--- config.mk ---
export PLATFORM = sky130hd
export DESIGN_NAME = dmem_arbiter
export DESIGN_NICKNAME = d
export VERILOG_FILES = /design/src/rtl/dmem_arb_pkg.sv /design/src/rtl/rr_pick2.sv /design/src/rtl/dmem_arbiter.sv
export SDC_FILE = /design/constraint.sdc
export NUM_CORES = 1
export LEC_CHECK = 0
export ABC_CLOCK_PERIOD_IN_PS = 6300
export BUFFER_PORTS_ARGS = -buffer_cell sky130_fd_sc_hd__buf_2
export CORE_AREA = 2 2 164 166
export CTS_CLUSTER_DIAMETER = 60
export DETAILED_ROUTE_END_ITERATION = 6
export DIE_AREA = 0 0 166 168
export PLACE_DENSITY = 0.6
export SLEW_MARGIN = 25
export SYNTH_ARGS = -nofsm -noshare
export SYNTH_HDL_FRONTEND = slang
export SYNTH_SLANG_ARGS = --single-unit
--- constraint.sdc ---
create_clock -name clk -period 6.3 [get_ports clk]
set_input_delay 0.315 -clock clk [delete_from_list [all_inputs] [get_ports clk]]
set_output_delay 0.315 -clock clk [all_outputs]
set_load 0.01 [all_outputs]
--- src/rtl/dmem_arb_pkg.sv ---
// Shared types and constants for the two-port dmem arbiter.
package dmem_arb_pkg;

  typedef enum logic [1:0] {ARB, LOCK0, LOCK1} arb_state_t;

  localparam int PORT_CPU    = 0;
  localparam int PORT_DBG    = 1;
  localparam int BURST_CNT_W = 4;

endpackage

--- src/rtl/rr_pick2.sv ---
// Two-way round-robin picker: on contention the port that did not win last time gets the grant.
module rr_pick2 (
  input  logic [1:0] req,
  input  logic       last,
  output logic [1:0] gnt
);

  always_comb begin
    gnt = req;
    if (req == 2'b11) gnt = last ? 2'b01 : 2'b10;
  end

endmodule

--- src/rtl/dmem_arbiter.sv ---
// Arbitrates CPU (port 0) and debug/DMA loader (port 1) onto a single dmem, with bounded lock bursts.
//   state | meaning
//   ARB   | round-robin between requesters
//   LOCK0 | port 0 holds the grant for back-to-back beats
//   LOCK1 | port 1 holds the grant for back-to-back beats
module dmem_arbiter
  import dmem_arb_pkg::*;
#(
  parameter int DMEM_ADDR_WIDTH = 10,
  parameter int DATA_WIDTH      = 64,
  parameter int MAX_BURST       = 4
) (
  input  logic                       clk,
  input  logic                       reset,
  input  logic                       req0,
  input  logic                       req1,
  input  logic                       we0,
  input  logic                       we1,
  input  logic                       lock0,
  input  logic                       lock1,
  input  logic [DMEM_ADDR_WIDTH-1:0] addr0,
  input  logic [DMEM_ADDR_WIDTH-1:0] addr1,
  input  logic [DATA_WIDTH-1:0]      wdata0,
  input  logic [DATA_WIDTH-1:0]      wdata1,
  output logic                       gnt0,
  output logic                       gnt1,
  output logic                       rvalid0,
  output logic                       rvalid1,
  output logic [DATA_WIDTH-1:0]      rdata0,
  output logic [DATA_WIDTH-1:0]      rdata1,
  output logic [DMEM_ADDR_WIDTH-1:0] mem_addr,
  output logic [DATA_WIDTH-1:0]      mem_din,
  output logic                       mem_read,
  output logic                       mem_write,
  input  logic [DATA_WIDTH-1:0]      mem_dout
);

  arb_state_t             state, state_nxt;
  logic                   last_gnt, last_gnt_nxt;
  logic [BURST_CNT_W-1:0] burst_cnt, burst_cnt_nxt;
  logic [1:0]             req, lock, pick, gnt;
  logic                   keep, lp;
  logic [1:0]             rvalid_q;
  logic [DATA_WIDTH-1:0]  rdata0_q, rdata1_q;

  assign req  = {req1, req0};
  assign lock = {lock1, lock0};

  rr_pick2 u_pick (
    .req  (req),
    .last (last_gnt),
    .gnt  (pick)
  );

  always_comb begin
    gnt           = 2'b00;
    state_nxt     = ARB;
    last_gnt_nxt  = last_gnt;
    burst_cnt_nxt = burst_cnt;
    keep          = 1'b0;
    lp            = 1'b0;
    case (state)
      LOCK0: begin
        lp   = 1'b0;
        keep = req[0] && (!req[1] || burst_cnt < BURST_CNT_W'(MAX_BURST));
      end
      LOCK1: begin
        lp   = 1'b1;
        keep = req[1] && (!req[0] || burst_cnt < BURST_CNT_W'(MAX_BURST));
      end
      default: keep = 1'b0;
    endcase

    if (keep) begin
      gnt[lp] = 1'b1;
      if (burst_cnt != '1) burst_cnt_nxt = burst_cnt + 1'b1;
      state_nxt = lock[lp] ? state : ARB;
    end else begin
      // Lock release or expiry falls straight into round-robin with no idle cycle.
      gnt = pick;
      if (pick[0]) begin
        last_gnt_nxt = 1'b0;
        if (lock[0]) begin
          state_nxt     = LOCK0;
          burst_cnt_nxt = BURST_CNT_W'(1);
        end
      end else if (pick[1]) begin
        last_gnt_nxt = 1'b1;
        if (lock[1]) begin
          state_nxt     = LOCK1;
          burst_cnt_nxt = BURST_CNT_W'(1);
        end
      end
    end

    if (reset) gnt = 2'b00;
  end

  always_comb begin
    mem_addr  = '0;
    mem_din   = '0;
    mem_read  = 1'b0;
    mem_write = 1'b0;
    if (gnt[PORT_CPU]) begin
      mem_addr  = addr0;
      mem_din   = wdata0;
      mem_read  = ~we0;
      mem_write = we0;
    end else if (gnt[PORT_DBG]) begin
      mem_addr  = addr1;
      mem_din   = wdata1;
      mem_read  = ~we1;
      mem_write = we1;
    end
  end

  always_ff @(posedge clk) begin
    if (reset) begin
      state     <= ARB;
      last_gnt  <= 1'b1;
      burst_cnt <= '0;
      rvalid_q  <= 2'b00;
      rdata0_q  <= '0;
      rdata1_q  <= '0;
    end else begin
      state     <= state_nxt;
      last_gnt  <= last_gnt_nxt;
      burst_cnt <= burst_cnt_nxt;
      rvalid_q  <= gnt & ~{we1, we0};
      if (gnt[PORT_CPU] && !we0) rdata0_q <= mem_dout;
      if (gnt[PORT_DBG] && !we1) rdata1_q <= mem_dout;
    end
  end

  // Masking with reset drops a response that was already registered when reset arrived.
  assign gnt0    = gnt[PORT_CPU];
  assign gnt1    = gnt[PORT_DBG];
  assign rvalid0 = rvalid_q[PORT_CPU] & ~reset;
  assign rvalid1 = rvalid_q[PORT_DBG] & ~reset;
  assign rdata0  = reset ? '0 : rdata0_q;
  assign rdata1  = reset ? '0 : rdata1_q;

endmodule

Yosys cells after proc, flatten, opt, wreduce, memory -nomap -nowiden
Cells that the tools add are included.
{"block": "op_classes", "add_sub_neg": 1, "order_cmp": 3, "eq_ne": 7, "muxes": 34, "bitwise_logic": 8, "reduce_logical": 16}
{"cell": "$mux W64", "count": 4}
{"cell": "$mux W4", "count": 6}
{"cell": "$mux W10", "count": 2}
{"cell": "$mux W2", "count": 9}
{"cell": "$mux W1", "count": 11}
{"cell": "$reduce_bool A3 Y1", "count": 2}
{"cell": "$logic_and A1 B1 Y1", "count": 5}
{"cell": "$add A4 B1 Y4 const B", "count": 1}
{"cell": "$eq A2 B2 Y1 const B", "count": 2}
{"cell": "$logic_not A1 Y1", "count": 4}
{"cell": "$lt A4 B3 Y1 const B", "count": 1}
{"cell": "$ne A4 B4 Y1 const B", "count": 1}
{"cell": "$not A1 Y1", "count": 4}
{"cell": "$reduce_and A4 Y1", "count": 1}
{"cell": "$ne A3 B3 Y1 const B", "count": 1}
{"cell": "$and A1 B1 Y1", "count": 2}
{"cell": "$and A2 B2 Y2", "count": 1}
{"cell": "$eq A2 B1 Y1 const B", "count": 1}
{"cell": "$logic_or A1 B1 Y1", "count": 2}
{"cell": "$lt A1 B2 Y1 const B", "count": 1}
{"cell": "$ne A2 B1 Y1 const B", "count": 1}
{"cell": "$ne A2 B2 Y1 const B", "count": 1}
{"cell": "$not A2 Y2", "count": 1}
{"cell": "$pmux W1 S2", "count": 1}
{"cell": "other kinds (4)", "count": 4}
{"block": "totals", "regBits": 137}

Depth between registers and ports, before layout
{"block": "depth", "word_depth": 10, "mapped_depth": 8}

By module
From an unflattened synthesis, not the netlist that was laid out.
{"block": "hier_totals", "hier_cells": 577, "area_unflattened_um2": 6546.3}
{"module": "dmem_arbiter", "n_inst": 1, "cells_per_inst": 574, "area_per_inst_um2": 6527.5, "seq_area_each_um2": 2742.6}
{"module": "rr_pick2", "n_inst": 1, "cells_per_inst": 3, "area_per_inst_um2": 18.8, "seq_area_each_um2": 0.0}

Least setup slack after synthesis
OpenSTA, ideal clock, no wires.
{"block": "synth_timing", "path_kind": "flip-flop to output port", "from": "register state[0]", "to": "output mem_din[10]", "t_arrival_ps": 2070, "required_ps": 5985, "setup_slack_ps": 3915, "stages_incl_launch_ff": 9, "cell_sequence": "dfxtp_1 > inv_1 > ha_1 > a22oi_1 > o31ai_1 > a21oi_1 > clkbuf_1 > clkbuf_1 > a22o_1"}
{"block": "synth_between", "elab_chain_len": 10, "elab_cells_between_ends": 13, "cone_classes": "order compare: 2; eq/ne: 2; mux: 8; reduce/logical: 1"}
{"item": "from (decl)", "line": "dmem_arbiter.sv:38", "source": "arb_state_t state, state_nxt;"}
{"item": "from (signal assigned)", "line": "dmem_arbiter.sv:126", "source": "state <= state_nxt;"}
{"item": "$eq A2 B2 Y1", "line": "dmem_arbiter.sv:62", "source": "case (state)"}
{"item": "$mux W1", "line": "dmem_arbiter.sv:62"}
{"item": "$lt A1 B2 Y1 (not written as such) / $ge A1 B1 Y1 (equally long branches)", "line": "dmem_arbiter.sv:75", "source": "gnt[lp] = 1'b1;"}
{"item": "$logic_and A1 B1 Y1 (not written as such)", "line": "dmem_arbiter.sv:75"}
{"item": "$mux W1 (not written as such)", "line": "dmem_arbiter.sv:75"}
{"item": "$demux W1 S1", "line": "dmem_arbiter.sv:75"}
{"item": "$mux W2 *", "line": "dmem_arbiter.sv:74", "source": "if (keep) begin"}
{"item": "$mux W2 *", "line": "dmem_arbiter.sv:96", "source": "if (reset) gnt = 2'b00;"}
{"item": "$mux W64", "line": "dmem_arbiter.sv:109", "source": "end else if (gnt[PORT_DBG]) begin"}
{"item": "$mux W64 *", "line": "dmem_arbiter.sv:104", "source": "if (gnt[PORT_CPU]) begin"}
{"item": "to (decl)", "line": "dmem_arbiter.sv:32", "source": "output logic [DATA_WIDTH-1:0] mem_din,"}
Mark *: on every way between the ends. The rest lies on a longest branch, timed or not.

Final worst setup path
{"block": "layout_timing", "from": "register state[0]", "to": "output mem_din[59]"}
Same word-level chain as after synthesis.

==> results.md <==
* Status: complete, no violations
* CORE AREA at 26350 µm²
* Post-Syn Instances at around 600
* Flops & latches, synth at ~140
* Final setup fails at 0
* Total power at 2.379 mW
* Tightest Hold Check Type: input port to flip-flop
* Die Height at about 170 µm
* RSZ-0062 raised after global routing: no
* Root Driver: clkbuf_16
* Slowest cell on crit path: buf_4
* Fmax at 0.2688 GHz
* Sequence of cells on the critical path: inv_1 > ha_1 > a22oi_1 > o311ai_0 > a21oi_4 > buf_4 > a22o_1 > buf_2
* Crit path max-delay family: compound AO/OA/AOI/OAI gates
* DP Wirelength at 21760 µm
* Largest cells by area after synthesis: dfxtp_1, mux2_2, nor2b_1
* Fin worst setup slack at 2580 ps
* CTS Sinks at around 140
* Max Clock Skew at roughly 8.7 ps
* GRT Total Usage at 18.89%
* Min Tclk post-route at about 3700 ps
* Post-CTS setup buffer count at 0
* Final Non-Filler Cells at 1347
* Crit end category: output port
* Area grow syn2layout at 47.48%
* Worst slew pin tran at between 800 and 900 ps
* Worst rel slew slack at 41.30%
* First-pass GRT wire length at approximately 39000 µm
* I/O pin count at 428
* Data required, critical path at between 5000 and 6000 ps
* Top cell type's share of synthesized area at a little over two fifths
* Pwr/cell area at 249.2 nW/µm²
* Port Buf Inserts at 427
* Via-per-instance ratio at 4.509
* Layout cells sized above 1 at 59.92%
* DR WL/cell at just over 20 µm
* Vias in the first global route at 6127
* Crit-path max FO at 76
* Startpoint Class: flip-flop
* Leak at about 5 nW
* DRT Wirelength at roughly 27000 µm
* WP buf/inv at 3
* Cell taking the most area after synthesis: dfxtp_1
* Total congestion overflow at 0
* Yosys warns at 0
* Slowest stage delay, CP at 630 ps
* Post-cts resize count at 0
* Post-route clock period utilization at 59.05%
* Num CTS Buffers at 17
* H-Tree Depth at 4
* Post-synthesis async set-or-reset flop share at 0%
* Hold-fix buffers, CTS at 0
* Drt initial violations at 246
* WHS at ~140 ps
* DR pass1 iterations at 5
* CTS tree: built
* Mapped Area at 6472 µm²
* Worst skew pair latency at 410 ps
* Worst EP arrival at around 3400 ps
* Netlist cell types at 38
* Critical Setup Path Class: flip-flop to output port
* Most used flip-flop cell after synthesis: dfxtp_1
* CTS clk-pin slew, worst paths at 60 ps
* Via Count at 6073
* Seq/Total Area, Yosys at between 40% and 50%
* Setup TNS at 0 ps
* Post-synth EDFFs at 0
* Final ANT Viol Nets at 0
* VDD IR-drop max at 0.0001528 V
* Hold Vio Cnt, Final at 0
* Nets at 1209
* Largest net degree at the start of global routing at 77
* Clock Path Buffers at 2
* Maxcap violations at 0
* Row cnt at 60
* Drt drc at 0
* Max-slew violation count at 0
* Pre-CTS WS at 2829 ps
* Initial antenna violation count at 15
* Die area at 27890 µm²
* Die W at 166 µm
* Placed Cells incl. Taps at between 1k and 1.5k
* Starting density of the core at 24.56%
* Synthesized Nets at 807
* Syn Area/Cell at between 10 and 15 µm²
* RePlAce Congestion at approximately 0.91
-- cells by family (layout without fill, tap and decap cells) --
group | count (synthesis) | after routing | synth area share [%]
flip-flops | 137 | 137 | 42.37
multiplexers | 129 | 129 | 24.65
other | 0 | 8 | 0
adder cells (fa/ha/maj) | 3 | 3 | 0.5800
AO/OA/AOI/OAI | 101 | 101 | 13.24
buffers and inverters | 55 | 469 | 4.059
AND/OR/NAND/NOR | 159 | 159 | 15.10
-- flip-flops by register name, indices dropped and copies added, names as in the netlist --
register   count
rdata0_q      64
last_gnt       1
rvalid_q       2
burst_cnt      4
state          2
rdata1_q      64
-- Yosys cell counts (2+ instances only) --
cell type  number
dfxtp_1       137
nor2b_1       132
mux2_2         91
a22o_1         78
mux2_4         38
clkbuf_1       29
buf_2          15
nand3_1         8
inv_1           6
a21oi_1         5
buf_6           5
nand2b_1        4
ha_1            3
nand2_1         3
nor2_1          3
a211oi_1        2
a311oi_1        2
nand4_1         2
o311ai_0        2
-- through the flow --
stage | utilization [%] | cell area, µm²
after global routing | 36.20 | 9538
after floorplan | - | 6472
after CTS | 36.04 | 9498
final | 36.23 | 9545
after detailed placement | 33.65 | 8867
after global placement | 33.65 | 8867
-- cell type report --
| class | count | area [µm²] |
|---|---|---|
| antenna | 8 | 20.02 |
| clock buffer | 18 | 439.2 |
| clock inverter | 13 | 191.4 |
| fill | 2691 | 16800 |
| inverter | 6 | 22.52 |
| multi-input combinational | 392 | 3506 |
| sequential | 137 | 2743 |
| tap | 341 | 426.7 |
| timing repair buffer | 432 | 2197 |
-- where the power goes --
group / switching [mW] / internal, mW / total (mW)
Sequential: 0.00943 / 0.912 / 0.921
Clock: 0.398 / 0.677 / 1.07
Combinational: 0.195 / 0.188 / 0.383
Total: 0.603 / 1.78 / 2.38
-- cell usage in the layout, fill, tap and decap left out, types with 6 or more instances in the layout --
| master | netlist | layout |
|---|---|---|
| mux2_4 | 38 | 38 |
| nand3_1 | 8 | 8 |
| dfxtp_1 | 137 | 137 |
| diode_2 | 0 | 8 |
| a22o_1 | 78 | 78 |
| clkbuf_16 | 0 | 17 |
| inv_1 | 6 | 6 |
| mux2_2 | 91 | 91 |
| nor2b_1 | 132 | 132 |
| buf_2 | 15 | 426 |
-- final timing paths --
path | to | slack (ps) | from | cells after the start
worst max-delay path | mem_din[59] | 2580 | state[0] | 8
worst min-delay path | rdata0_q[37] | 140 | mem_dout[37] | 2
worst min register to register | state[1] | 490 | state[1] | 2
worst max register to register | rdata0_q[0] | 2890 | state[0] | 7
-- routing by layer --
metal / wire (µm) / part of all wire, % / global-route usage (%) / vias up
li1: - / - / - / 2900
met1: 10660 / 39 / 21.34 / 2842
met2: 13430 / 49 / 32.38 / 285
met3: 1935 / 7.1 / 5.007 / 46
met4: 1286 / 4.7 / 10.62 / 0
met5: 0 / 0 / 0 / -
(Power assumes the default switching activity.)
